<file path="config.mk">
export PLATFORM = sky130hd
export DESIGN_NAME = booth_mult_arbiter
export DESIGN_NICKNAME = d
export VERILOG_FILES = /design/src/rtl/booth_mult_arbiter.sv
export SDC_FILE = /design/constraint.sdc
export NUM_CORES = 1
export LEC_CHECK = 0
export CAP_MARGIN = 20
export CORE_MARGIN = 5
export CORE_UTILIZATION = 25
export DETAILED_ROUTE_END_ITERATION = 8
export PLACE_DENSITY = 0.55
export SYNTH_ARGS = -nofsm -noshare
export SYNTH_HDL_FRONTEND = slang
export SYNTH_SLANG_ARGS = --single-unit
</file>
<file path="constraint.sdc">
create_clock -name clk -period 1.8 [get_ports clk]
set_clock_uncertainty 0.1 [all_clocks]
set_input_delay 0.36 -clock clk [delete_from_list [all_inputs] [get_ports clk]]
set_output_delay 0.36 -clock clk [all_outputs]
set_load 0.01 [all_outputs]
</file>
<file path="src/rtl/booth_mult_arbiter.sv">
// Two-requester arbiter in front of one iterative radix-2 Booth multiplier.
// Define MULT_ARB_RR_EN for round-robin tie-breaking; otherwise requester 0 has fixed priority.
module booth_mult_arbiter #(
  parameter int NR_BITS = 4
) (
  input  logic                   clk,
  input  logic                   rst_n,
  input  logic                   req0_valid,
  input  logic [NR_BITS-1:0]     req0_m,
  input  logic [NR_BITS-1:0]     req0_r,
  output logic                   req0_ready,
  input  logic                   req1_valid,
  input  logic [NR_BITS-1:0]     req1_m,
  input  logic [NR_BITS-1:0]     req1_r,
  output logic                   req1_ready,
  output logic                   rsp_valid,
  output logic                   rsp_id,
  output logic [2*NR_BITS-1:0]   rsp_prod,
  input  logic                   rsp_ready,
  output logic                   busy
);

  // One guard bit above the 2*NR_BITS+1 Booth register keeps a most-negative M exact.
  localparam int PW = 2*NR_BITS + 2;
  localparam int CW = $clog2(NR_BITS + 1);

  typedef enum logic [1:0] {
    IDLE = 2'd0,
    RUN  = 2'd1,
    DONE = 2'd2
  } state_t;

  state_t            state_q, state_d;
  logic [PW-1:0]     p_q, p_d;
  logic [PW-1:0]     a_q, a_d;
  logic [CW-1:0]     cnt_q, cnt_d;
  logic              id_q, id_d;

  logic              grant0, grant1;
  logic              idle;
  logic              accept;
  logic              sel;
  logic [NR_BITS-1:0] op_m, op_r;
  logic [PW-1:0]     sum;

`ifdef MULT_ARB_RR_EN
  // last_grant_q = 1 means requester 1 won the most recent handshake.
  logic last_grant_q, last_grant_d;

  always_comb begin
    grant0 = 1'b0;
    grant1 = 1'b0;
    if (req0_valid && req1_valid) begin
      grant0 = last_grant_q;
      grant1 = !last_grant_q;
    end else begin
      grant0 = req0_valid;
      grant1 = req1_valid;
    end
  end

  always_comb begin
    last_grant_d = last_grant_q;
    if (accept) begin
      last_grant_d = sel;
    end
  end

  always_ff @(posedge clk or negedge rst_n) begin
    if (!rst_n) begin
      last_grant_q <= 1'b1;
    end else begin
      last_grant_q <= last_grant_d;
    end
  end
`else
  always_comb begin
    grant0 = req0_valid;
    grant1 = req1_valid && !req0_valid;
  end
`endif

  assign idle       = (state_q == IDLE);
  assign req0_ready = idle && rst_n && grant0;
  assign req1_ready = idle && rst_n && grant1;
  assign accept     = req0_ready || req1_ready;
  assign sel        = req1_ready;
  assign op_m       = sel ? req1_m : req0_m;
  assign op_r       = sel ? req1_r : req0_r;

  always_comb begin
    state_d = state_q;
    p_d     = p_q;
    a_d     = a_q;
    cnt_d   = cnt_q;
    id_d    = id_q;
    sum     = p_q;
    unique case (state_q)
      IDLE: begin
        if (accept) begin
          p_d     = {{(NR_BITS+1){1'b0}}, op_r, 1'b0};
          a_d     = {op_m[NR_BITS-1], op_m, {(NR_BITS+1){1'b0}}};
          cnt_d   = CW'(NR_BITS);
          id_d    = sel;
          state_d = RUN;
        end
      end
      RUN: begin
        unique case (p_q[1:0])
          2'b01:   sum = p_q + a_q;
          2'b10:   sum = p_q - a_q;
          default: sum = p_q;
        endcase
        p_d   = {sum[PW-1], sum[PW-1:1]};
        cnt_d = cnt_q - 1'b1;
        if (cnt_q == CW'(1)) begin
          state_d = DONE;
        end
      end
      DONE: begin
        if (rsp_ready) begin
          state_d = IDLE;
        end
      end
      default: state_d = IDLE;
    endcase
  end

  always_ff @(posedge clk or negedge rst_n) begin
    if (!rst_n) begin
      state_q <= IDLE;
      p_q     <= '0;
      a_q     <= '0;
      cnt_q   <= '0;
      id_q    <= 1'b0;
    end else begin
      state_q <= state_d;
      p_q     <= p_d;
      a_q     <= a_d;
      cnt_q   <= cnt_d;
      id_q    <= id_d;
    end
  end

  assign rsp_valid = (state_q == DONE);
  assign rsp_id    = id_q;
  assign rsp_prod  = p_q[2*NR_BITS:1];
  assign busy      = (state_q != IDLE);

endmodule

</file>
==> results_dict.tcl, run 1 <==
set metrics [dict create \
    yosys.area.top_type "dfrtp_1" \
    crit_buf_inv 2 \
    synthFlopType "dfrtp_1" \
    max_cap_violations 0 \
    ys_async_sr_fraction 1.00 \
    p_per_area_mw_per_mm2 1820 \
    core_area_mm2 0.00504 \
    outcome "finished, violations left" \
    design_power_total_mw 3.30 \
    crit_required_ps 1830 \
    die_area_mm2 0.00664 \
    die_h_um 81.5 \
    io_pins 34 \
    grt_max_degree 13 \
    swShare 0.403 \
    cts_setup_buffers 0 \
    clkPwrFrac 0.089 \
    ctsHoldBuffers 0 \
    end_kind "register" \
    layout-drive-gt1-share 0.189 \
    post_drt_wl_per_cell_um 10.9 \
    start_util 0.253 \
    clock_latency_ps 250 \
    maxSlewHeadroom 0.841 \
    dpl_cell_area_mm2 0.00176 \
    start_kind "register" \
    num_antenna_cells 0 \
    hold_violations 0 \
    switchingPower_mw 1.33 \
    synth_edf_count 0 \
    p_comb_frac 0.665 \
    clock-root-buffer "clkbuf_8" \
    synth_seq_area_share 0.372 \
    slowest_stage "dfrtp_1" \
    cts_inserted_buffers 3 \
    cts.sinks 19 \
    instances_no_fill 255 \
    clk_path_buf_depth 2 \
    route.detailed.drc 0 \
    slew_violations 0 \
    num_vias 1065 \
    finalSetupTns_ps -622 \
    finalCritPeriodShare 1.12 \
    setup_violations 4 \
    grt_pass1_wl_um 4710 \
    seqPwrFrac 0.246 \
    via_per_inst 4.18 \
    hp-class "input pin to asynchronous set/reset pin" \
    first_iter_violations 25 \
    grt-ovfl-total 0 \
    dp.cells 251 \
    tritoncts "yes" \
    critical_path_arrival_ps 2040 \
    criticalPathCategory "register to register" \
    violations "negative setup slack" \
    cellInternalPower_mw 1.97 \
    syn_inst 143 \
    ys_ff_latch 19 \
    gp_congestion 0.744 \
    area_growth_pct 42.2 \
    design_area_mm2 0.00182 \
    worst_pin_slew_ps 237 \
    leakagePower_nw 0.905 \
    layout.nets 216 \
    wl_um 2780 \
    syn_avg_cell_area_um2 8.93 \
    yosysWarnings 0 \
    chipWidth_um 81.5 \
    critPathMaxFanout 2 \
    grt_pass1_vias 1009 \
    synth_top_area_share 0.372 \
    drtPass1Iterations 4 \
    synth_nets 173 \
    ys_top_cells_by_area "dfrtp_1 37%, ha_1 7.8%, mux2i_1 6.3%" \
    period_needed_ps 2020 \
    dpl.hpwl_um 2260 \
    portBuffers 33 \
    max_freq_ghz 0.496 \
    setup_slack_ps -216 \
    ir_drop_mv 0.771 \
    grt_usage 0.0908 \
    cts.htree.levels 1 \
    rows 26 \
    postRouteAntennaNets 0 \
    rsz0062_at_grt "yes" \
    max_stage_delay_ps 350 \
    grt_antenna_before_repair 0 \
    yosys.cell_count.top_type "dfrtp_1" \
    ys_types 30 \
    dpl_worst_slack_ps -294 \
    cpLargestDelayFamily "adder cells" \
    synthesis.area_mm2 0.00128 \
    cp_cell_sequence "inv_1 -> ha_1 -> mux2_4 -> inv_2 -> ha_4 -> a21o_1 -> a21oi_2 -> xor2_1 -> o221ai_1" \
    clkSlewWorstSetupHoldPaths_ps 70 \
    synth_common_cells "19 x dfrtp_1, 17 x nand2_1, 16 x inv_1" \
]
[layer usage]
layer	wire, µm	track usage	vias up	share of wire
met2	1240	0.143	29	0.45
li1	-	-	550	-
met1	1340	0.123	484	0.48
met3	178	0.0263	2	0.064
met4	12	0.0203	0	0.0043
met5	0	0	-	0
[power groups by stage]
stage	logic, mW	registers (mW)	clock network (mW)
after floorplan	1.52	0.774	0
after global placement	2.14	0.816	0
after detailed placement	2.17	0.818	0
after CTS	2.24	0.816	0.306
after global routing	2.50	0.842	0.325
final	2.20	0.812	0.295
[per-stage QoR]
stage,hold WS (ps),utilization
CTS,108,0.360
finish,100,0.360
global route,116,0.360
global placement,367,0.349
detailed placement,367,0.349
floorplan,-35.6,-
[final timing paths]
path / startpoint / end / depth (start not counted) / slack [ps]
setup reg to reg: a_q[5]$_DFFE_PN0P_ / p_q[7]$_DFFE_PN0P_ / 9 / -220
hold / removal: rst_n / p_q[2]$_DFFE_PN0P_ / 2 / 100
hold reg to reg: cnt_q[1]$_DFFE_PN0P_ / cnt_q[1]$_DFFE_PN0P_ / 2 / 390
min in group clk: cnt_q[1]$_DFFE_PN0P_ / cnt_q[1]$_DFFE_PN0P_ / 2 / 390
max in group asynchronous: rst_n / a_q[8]$_DFFE_PN0P_ / 3 / 1150
setup / recovery: a_q[5]$_DFFE_PN0P_ / p_q[7]$_DFFE_PN0P_ / 9 / -220
[area by class of cell]
type,instances,area [µm²]
timing repair buffer,52,470
inverter,16,60.1
tap,70,87.6
sequential,19,475
multi-input combinational,94,678
clock buffer,4,45.0
fill,540,3230
[flip-flops by register name (all words and copies together) (netlist names)]
signal	cells
p_q	9
a_q	4
cnt_q	3
state_q	2
rsp_id	1
[cells by family after synthesis]
logic type | count (synthesis) | synth area share
xor gates and xnor gates | 7 | 0.0480
AOI/OAI and AO/OA | 33 | 0.159
DFF | 19 | 0.372
muxes | 9 | 0.0715
and+or+nand+nor | 36 | 0.128
adders and majority gates | 9 | 0.0940
buffers and inverters | 30 | 0.127
[placed cells by master (no fill, tap or decap), types with 2 or more instances in the layout]
master,instances
buf_4,18
xor2_1,2
o21ai_0,8
ha_1,6
dlygate4sd2_1,3
nand2_1,17
o221ai_1,2
nand2b_1,2
a21oi_2,2
inv_2,2
o21ai_1,3
clkbuf_8,3
nor2_1,10
mux2i_1,8
clkdlybuf4s50_1,27
a21oi_1,7
xnor2_1,5
inv_1,14
a21o_1,5
a211oi_1,3
dfrtp_1,19
ha_4,2
[worst reg2reg max path: stages, from the launching register on]
cell	delay, ps
dfrtp_1	350
inv_1	50
ha_1	280
mux2_4	300
inv_2	70
ha_4	190
a21o_1	160
a21oi_2	120
xor2_1	160
o221ai_1	110
[timing repair]
action | CTS | global route
setup endpoints to repair | 9 | 8
hold endpoints to repair | 0 | 0
resized for setup | 11 | 5
Note: power is estimated with default switching activity, not from simulation.
==> inputs of run 2 (changes only) <==
--- a/config.mk
+++ b/config.mk
@@ -9,7 +9,8 @@
 export CORE_MARGIN = 5
 export CORE_UTILIZATION = 25
 export DETAILED_ROUTE_END_ITERATION = 8
-export PLACE_DENSITY = 0.55
+export DONT_BUFFER_PORTS = 1
+export PLACE_DENSITY = 0.47
 export SYNTH_ARGS = -nofsm -noshare
 export SYNTH_HDL_FRONTEND = slang
 export SYNTH_SLANG_ARGS = --single-unit
==> run 2 against run 1 <==
Compared with the run above: total power fell by 8.7%; register-to-register slack improved by 30 ps; sequential power grew 3.8%; non-clock buffer count decreased by 37; critical path depth stayed put; via count decreased by 13%; critical path type unchanged; die area unchanged; global-route usage is 0.076 points lower; sequential share of layout area increased by 6.6 points; wire length is 1.1% lower; flip-flop and latch count stayed put; highest routed layer is now met3; the run still ends with negative setup slack left.
==> results_dict.tcl, run 2 (same netlist as run 1, synthesis figures left out) <==
set metrics [dict create \
    outcome "finished, violations left" \
    violations "negative setup slack" \
    grt-ovfl-total 0 \
    dpl_worst_slack_ps -198 \
    grt_antenna_before_repair 0 \
    dpl.hpwl_um 2190 \
    setup_violations 4 \
    maxSlewHeadroom 0.389 \
    post_drt_wl_per_cell_um 12.6 \
    cts.sinks 19 \
    start_util 0.253 \
    setup_slack_ps -186 \
    wl_um 2740 \
    grt_pass1_wl_um 4580 \
    finalCritPeriodShare 1.10 \
    period_needed_ps 1990 \
    top_register "p_q" \
    via_per_inst 4.26 \
    drtPass1Iterations 4 \
    io_pins 34 \
    worst_pin_slew_ps 913 \
    num_antenna_cells 0 \
    leakagePower_nw 0.737 \
    chipWidth_um 81.5 \
    clock-root-buffer "clkbuf_8" \
    final_common_cell "dfrtp_1" \
    area_growth_pct 13.4 \
    die_h_um 81.5 \
    postRouteAntennaNets 0 \
    critical_path_arrival_ps 2020 \
    clock_latency_ps 250 \
    criticalPathCategory "register to register" \
    portBuffers 0 \
    ir_drop_mv 0.678 \
    gp_congestion 0.772 \
    max_freq_ghz 0.503 \
    max_cap_violations 0 \
    die_area_mm2 0.00664 \
    cts.htree.levels 1 \
    end_kind "register" \
    crit_required_ps 1830 \
    critPathMaxFanout 2 \
    rows 26 \
    clkSlewWorstSetupHoldPaths_ps 70 \
    core_area_mm2 0.00504 \
    first_iter_violations 50 \
    largest_reg_flops 9 \
    hold_violations 0 \
    slew_violations 0 \
    start_kind "register" \
    layout-drive-gt1-share 0.182 \
    mostFrequentLayoutCells "19 x dfrtp_1, 17 x nand2_1, 15 x inv_1, 14 x buf_4, 10 x nor2_1" \
    grt_max_degree 20 \
    cts_inserted_buffers 3 \
    grt_usage 0.0901 \
    layout.nets 179 \
    hp-class "input pin to register" \
    clk_path_buf_depth 2 \
    reg_top3 "p_q (9), a_q (4), cnt_q (3)" \
    rsz0062_at_grt "yes" \
    tritoncts "yes" \
    route.detailed.drc 0 \
    grt_pass1_vias 991 \
    num_vias 929 \
    whs_ps 88.1 \
    p_per_area_mw_per_mm2 2080 \
]
[run 2: path summary, 6_finish.rpt]
check / cells after the start / to / slack, ps / from
setup / recovery: 9 / p_q[7]$_DFFE_PN0P_ / -190 / a_q[5]$_DFFE_PN0P_
hold / removal: 1 / state_q[1]$_DFFE_PN0P_ / 90 / rsp_ready
setup reg to reg: 9 / p_q[7]$_DFFE_PN0P_ / -190 / a_q[5]$_DFFE_PN0P_
hold reg to reg: 2 / cnt_q[1]$_DFFE_PN0P_ / 400 / cnt_q[1]$_DFFE_PN0P_
max in group asynchronous: 1 / p_q[8]$_DFFE_PN0P_ / 460 / rst_n
min in group asynchronous: 1 / cnt_q[2]$_DFFE_PN0P_ / 580 / rst_n
[run 2: power by group]
group / leakage [nW] / switching [mW] / total [mW] / internal (mW)
sequential: 0.238 / 0.213 / 0.843 / 0.630
combinational: 0.477 / 0.932 / 1.87 / 0.942
clock: 0.0228 / 0.141 / 0.298 / 0.157
[run 2: worst max-delay path, stage by stage, from the launching register on]
cell	delay, ps
dfrtp_1	340
inv_1	40
ha_1	280
mux2_4	290
inv_1	60
ha_1	220
a21o_1	170
a21oi_2	120
xor2_1	150
o221ai_1	110
[run 2: what timing repair did]
item / 4_1_cts / 5_1_grt
setup endpoints to repair: 5 / 4
gates cloned: 0 / 0
endpoints found under the hold margin: 19 / 0
hold buffers: 1 / 0
gates resized for setup: 3 / 1
buffers inserted: 1 / 0
pin swaps: 1 / 0
[run 2: cell type report]
| type | instances | area, µm² |
|---|---|---|
| repair buffers | 15 | 115 |
| multi-input cells | 94 | 666 |
| inverters | 16 | 60.1 |
| fillers | 529 | 3590 |
| clock buffers | 4 | 45.0 |
| flip-flops and latches | 19 | 475 |
| well taps | 70 | 87.6 |
[run 2: through the flow]
step	area (µm²)	util	std cells	total power, mW	TNS (ps)
after floorplan	1300	-	143	2.30	-435
after detailed placement	1380	0.274	212	2.70	-603
final	1450	0.287	218	3.02	-520
after global routing	1450	0.287	218	3.37	-863
after global placement	1380	0.274	212	2.65	-467
after CTS	1450	0.287	218	3.07	-608
[run 2: routing by layer]
| metal | GRT usage | share of wire | routed length [µm] | vias to the layer above |
|---|---|---|---|---|
| met5 | 0 | 0 | 0 | - |
| li1 | - | - | - | 475 |
| met1 | 0.105 | 0.44 | 1220 | 425 |
| met3 | 0.0340 | 0.088 | 242 | 0 |
| met4 | 0.0253 | 0 | 0 | 0 |
| met2 | 0.154 | 0.47 | 1280 | 29 |
==> inputs of run 3 (changes only) <==
--- a/config.mk
+++ b/config.mk
@@ -5,7 +5,6 @@
 export SDC_FILE = /design/constraint.sdc
 export NUM_CORES = 1
 export LEC_CHECK = 0
-export CAP_MARGIN = 20
 export CORE_MARGIN = 5
 export CORE_UTILIZATION = 25
 export DETAILED_ROUTE_END_ITERATION = 8
==> results of run 3 <==
The final DEF is identical to that of run 2; final timing and power are the same.
==> RTL edit 1: new RTL, settings of run 3 <==
Re-encode `state_t` (3 states) as one-hot, 3 bits wide.
--- a/src/rtl/booth_mult_arbiter.sv
+++ b/src/rtl/booth_mult_arbiter.sv
@@ -25,8 +25,8 @@
   localparam int CW = $clog2(NR_BITS + 1);
 
-  typedef enum logic [1:0] {
-    IDLE = 2'd0,
-    RUN  = 2'd1,
-    DONE = 2'd2
+  typedef enum logic [2:0] {
+    IDLE = 3'b001,
+    RUN  = 3'b010,
+    DONE = 3'b100
   } state_t;
 
Formal check against the unedited RTL: same outputs for any inputs over 10 cycles, from zero or initial values and one cycle with rst_n low; not proved beyond that.
==> RTL edit 1 against run 3 <==
- critical endpoint is now p_q[8]$_DFFE_PN0P_
- area after synthesis is 1.6% higher
- final area is 16% higher
- routed wire length is 25% higher
- non-clock buffer count is 15 higher
- die area is 1.4% higher
- worst setup slack worse by 0.34 ns
- power is 21% higher
- the flow still finishes with violations (negative setup slack)
- sequential cell count is 1 higher
==> RTL edit 1: results (changes against run 3) <==
** Worst setup path
- Crit-path leading delay family :: simple AND/OR/NAND/NOR gates
- Slowest-stage cell, CP :: or4_1
- Arrival time at the worst endpoint :: 2.43 ns (+0.41 ns)

** Status
- Run status :: finished, violations left
- The checks that failed: negative setup slack.

** Place
- Estimated wirelength of the detail-placed design :: 2.54 mm (+16%)
- Area after DPL :: 1480 um2 (+7.3%)

** GRT
- Aggregate global-route resource usage :: 10.7% (+1.7 points)
- Global-route wire length before repair :: 5.39 mm (+18%)
- Global routing met1 resource utilization :: 13.2% (+2.7 points)
- The global-route track usage on met2 came to 17.9% (+2.5 points).
- Met3 capacity usage during global routing :: 4.06% (+0.66 points)

** Yosys
- The post-synthesis share of cell area spent on xor and xnor gates was 3.38% (-1.4 points).
- Post-synthesis adder-cell area fraction :: 9.26% (-0.15 points)
- The share of the synthesized area in compound gates (AO/OA/AOI/OAI) is 15.0% (-0.82 points).
- Sorting the synthesized cells by area gives the leading types as dfrtp_1, ha_1, o21ai_0.
- The count of different cell masters after synthesis is 35 (+17%).
- The proportion of synthesized area in mux cells was 6.27% (-0.88 points).

** Min path
- The number of instances on the worst hold path was 2 (+1).

** Power and ir drop
- The reported leakage power is 0.787 nW (+6.7%).
- Net load switching power :: 1.47 mW (+14%)

** Drt
- The total length of routed wires was 3.44 mm (+25%).
- The number of vias in the routed layout is 1086 (+17%).
- The initial DRC count is 39 (-22%).

** Final layout
- Share of final-layout standard cells stronger than drive strength 1 :: 31.1% (+13 points)
- The largest registers in the layout are p_q x9, a_q x4.
- Fill cell count :: 558 (+5.5%)

** Clock tree
- Post_cts resized :: 6 (+3)
- The number of setup buffers added after CTS was 5 (+4).

** Timing
- Setup slack after layout :: -0.525 ns (-0.338 ns)
- Number of setup violations in the final report :: 4 (unchanged)
- Actual transition at the worst max-transition pin :: 0.953 ns (+0.0400 ns)
-- RTL edit 1: power by group through the flow --
stage          clock network (mW)  registers, mW  logic [mW]
6_report                    0.464          0.824        2.35
5_1_grt                     0.498          0.856        2.60
4_1_cts                     0.476          0.830        2.19
3_5_place_dp                    0          0.851        1.99
3_3_place_gp                    0          0.840        1.96
2_1_floorplan                   0          0.822        1.41
-- RTL edit 1: layer usage --
layer  vias to the layer above  share of wire, %
met5                         -                 0
met2                        25                50
met3                         2               6.6
met4                         0              0.35
met1                       524                43
li1                        535                 -
-- RTL edit 1: metrics by stage --
| step | TNS (ns) | power, mW | cells | hold WS, ns |
|---|---|---|---|---|
| 5_1_grt | -1.90 | 3.95 | 237 | 0.189 |
| 2_1_floorplan | -0.806 | 2.23 | 147 | -0.0356 |
| 6_report | -1.28 | 3.63 | 237 | 0.183 |
| 4_1_cts | -1.23 | 3.49 | 235 | 0.201 |
| 3_3_place_gp | -1.04 | 2.80 | 225 | -0.0346 |
| 3_5_place_dp | -1.18 | 2.84 | 225 | -0.0347 |
-- RTL edit 1: final timing paths --
kind	end
worst max-delay path	p_q[8]$_DFFE_PN0P_
worst min-delay path	p_q[3]$_DFFE_PN0P_
worst max register to register	p_q[8]$_DFFE_PN0P_
worst min register to register	cnt_q[1]$_DFFE_PN0P_
max in group asynchronous	a_q[7]$_DFFE_PN0P_
min in group asynchronous	cnt_q[1]$_DFFE_PN0P_
-- RTL edit 1: area by class of cell --
type,instances,share of cell area [%]
Timing Repair Buffer,30,14.0
Tap cell,70,5.22
Clock buffer,3,2.46
Clock inverter,1,1.79
Inverter,13,3.06
Multi-Input combinational cell,100,43.5
Sequential cell,20,29.9
==> RTL edit 2: new RTL, config.mk and constraints of run 3 <==
Made on the original files. Build with the macro `MULT_ARB_RR_EN` defined.
--- a/src/rtl/booth_mult_arbiter.sv
+++ b/src/rtl/booth_mult_arbiter.sv
@@ -1,4 +1,6 @@
 // Two-requester arbiter in front of one iterative radix-2 Booth multiplier.
 // Define MULT_ARB_RR_EN for round-robin tie-breaking; otherwise requester 0 has fixed priority.
+`define MULT_ARB_RR_EN
+
 module booth_mult_arbiter #(
   parameter int NR_BITS = 4
Function: changed (Yosys sat finds a counterexample within 10 cycles, from zero or initial values and one cycle with rst_n low).
==> RTL edit 2 against run 3 <==
- first-iteration DRC count decreased by 10%
- area after synthesis increased by 1.2%
- power increased by 14%
- combinational power increased by 12%
- final cell count increased by 5.0%
- clock power increased by 53%
- final area increased by 14%
- critical path type unchanged
- highest routed layer is now met4
- sequential cell count increased by 1
- the run still ends with negative setup slack left
- hold slack improved by 0.086 ns
- critical endpoint unchanged
- worst setup slack improved by 0.013 ns
- routed wire length increased by 11%
==> RTL edit 2: results (changes against run 3) <==
** Status
- Run status :: finished, violations left
- Violations in the final reports :: negative setup slack

** Yosys
- The share of the synthesized area in compound gates (AO/OA/AOI/OAI) came to 14.3% (-1.5 points).
- The proportion of synthesized area in mux cells is 7.07% (-0.083 points).
- Ranked by total cell area, the synthesized netlist is headed by dfrtp_1, ha_1, mux2i_1.
- The post-synthesis share of cell area spent on xor and xnor gates is 4.07% (-0.73 points).
- The post-synth net total was 171 (-1.2%).
- Ranked by instance count, the synthesized netlist is headed by dfrtp_1, o21ai_1, nand2_1.
- Count of cell types in the netlist :: 34 (+13%)
- The register area share after synthesis was 38.8% (+1.6 points).
- The post-synthesis share of cell area spent on full adders, half adders and majority gates is 9.29% (-0.11 points).

** Timing
- The number of failing setup endpoints in the final timing report is 4 (unchanged).
- Setup slack after layout :: -0.174 ns (+0.0125 ns)
- Tightest slew margin relative to the limit :: 36.5% (-2.4 points)

** GRT
- Via count of the first global-routing pass :: 1053 (+6.3%)
- The wire length of the first global-routing pass was 4.93 mm (+7.5%).

** Place
- The cell area after placement came to 1400 um2 (+1.4%).
- The detailed placement HPWL was 2.23 mm (+1.6%).
- The weighted congestion at the end of routability-driven global placement was 0.799 (+3.4%).

** Final layout
- The number of filler cells placed in the layout came to 557 (+5.3%).

** Power and ir drop
- The peak supply drop is 0.590 mV (-13%).
- Leakage :: 0.803 nW (+8.9%)

** Drt
- The per-cell via count in the routed design came to 4.42 (+3.8%).
- The total length of routed wires was 3.05 mm (+11%).
- Starting DRT DRC Count :: 45 (-10%)
-- RTL edit 2: cell types whose count changed after synthesis, sizes merged, moves of 3 or more --
cell,change
a211oi,-3
o21ai,+6
a22oi,+4
nor2,-6
nand3,+7
nand2,-3
nor2b,+3
inv,-3
a21o,-4
-- RTL edit 2: critical path: stages (launching register included) --
cell,delay [ns]
dfrtp_1,0.34
inv_1,0.04
ha_1,0.28
mux2_4,0.28
inv_1,0.06
ha_1,0.21
a21o_1,0.17
a21oi_2,0.12
xor2_1,0.16
o211ai_1,0.09
-- RTL edit 2: cells by family after synthesis --
family	Yosys count
adders and majority gates	9
AOI/OAI and AO/OA	32
xor gates and xnor gates	6
DFF	20
muxes	9
buffers and inverters	26
and+or+nand+nor	39
-- RTL edit 2: final timing paths --
kind	start	to
setup / recovery	a_q[5]$_DFFE_PN0P_	p_q[7]$_DFFE_PN0P_
hold / removal	req1_r[1]	p_q[2]$_DFFE_PN0P_
setup reg to reg	a_q[5]$_DFFE_PN0P_	p_q[7]$_DFFE_PN0P_
hold reg to reg	last_grant_q$_DFFE_PN1P_	last_grant_q$_DFFE_PN1P_
max in group asynchronous	rst_n	p_q[7]$_DFFE_PN0P_
min in group asynchronous	rst_n	cnt_q[2]$_DFFE_PN0P_
-- RTL edit 2: area by class of cell --
cell class	count	area (um2)	share of cell area (%)
multi-input combinational	95	688	41.8
sequential	20	502	30.5
timing repair buffer	27	235	14.3
tap	70	87.6	5.32
inverter	13	61.3	3.73
clock buffer	3	41.3	2.51
clock inverter	1	30.0	1.83
-- RTL edit 2: power breakdown --
part | switching [mW] | total (mW) | internal (mW)
sequential | 0.218 | 0.893 | 0.675
combinational | 1.02 | 2.10 | 1.08
clock | 0.160 | 0.457 | 0.297
total | 1.40 | 3.45 | 2.06
-- RTL edit 2: per-stage QoR --
stage	setup TNS (ns)	hold slack [ns]	std cells	util [%]
6_report	-0.461	0.174	229	32.4
5_1_grt	-0.896	0.183	229	32.4
4_1_cts	-0.514	0.150	219	29.9
3_5_place_dp	-0.530	-0.0347	211	27.6
3_3_place_gp	-0.401	-0.0348	211	27.6
2_1_floorplan	-0.405	-0.0356	141	-
-- RTL edit 2: timing repair --
action | 4_1_cts | 5_1_grt
pin swaps | 1 | 2
hold buffers | 1 | 0
hold endpoints to repair | 20 | 0
setup buffers | 3 | 9
cloned | 0 | 1
gates resized for setup | 1 | 10
setup endpoints to repair | 6 | 6
-- RTL edit 2: layer usage --
metal	global-route usage, %	vias to the layer above	part of all wire [%]
met3	2.19	2	5.6
met5	0	-	0
li1	-	503	-
met2	17.6	20	50
met4	2.99	0	0.89
met1	10.9	488	43
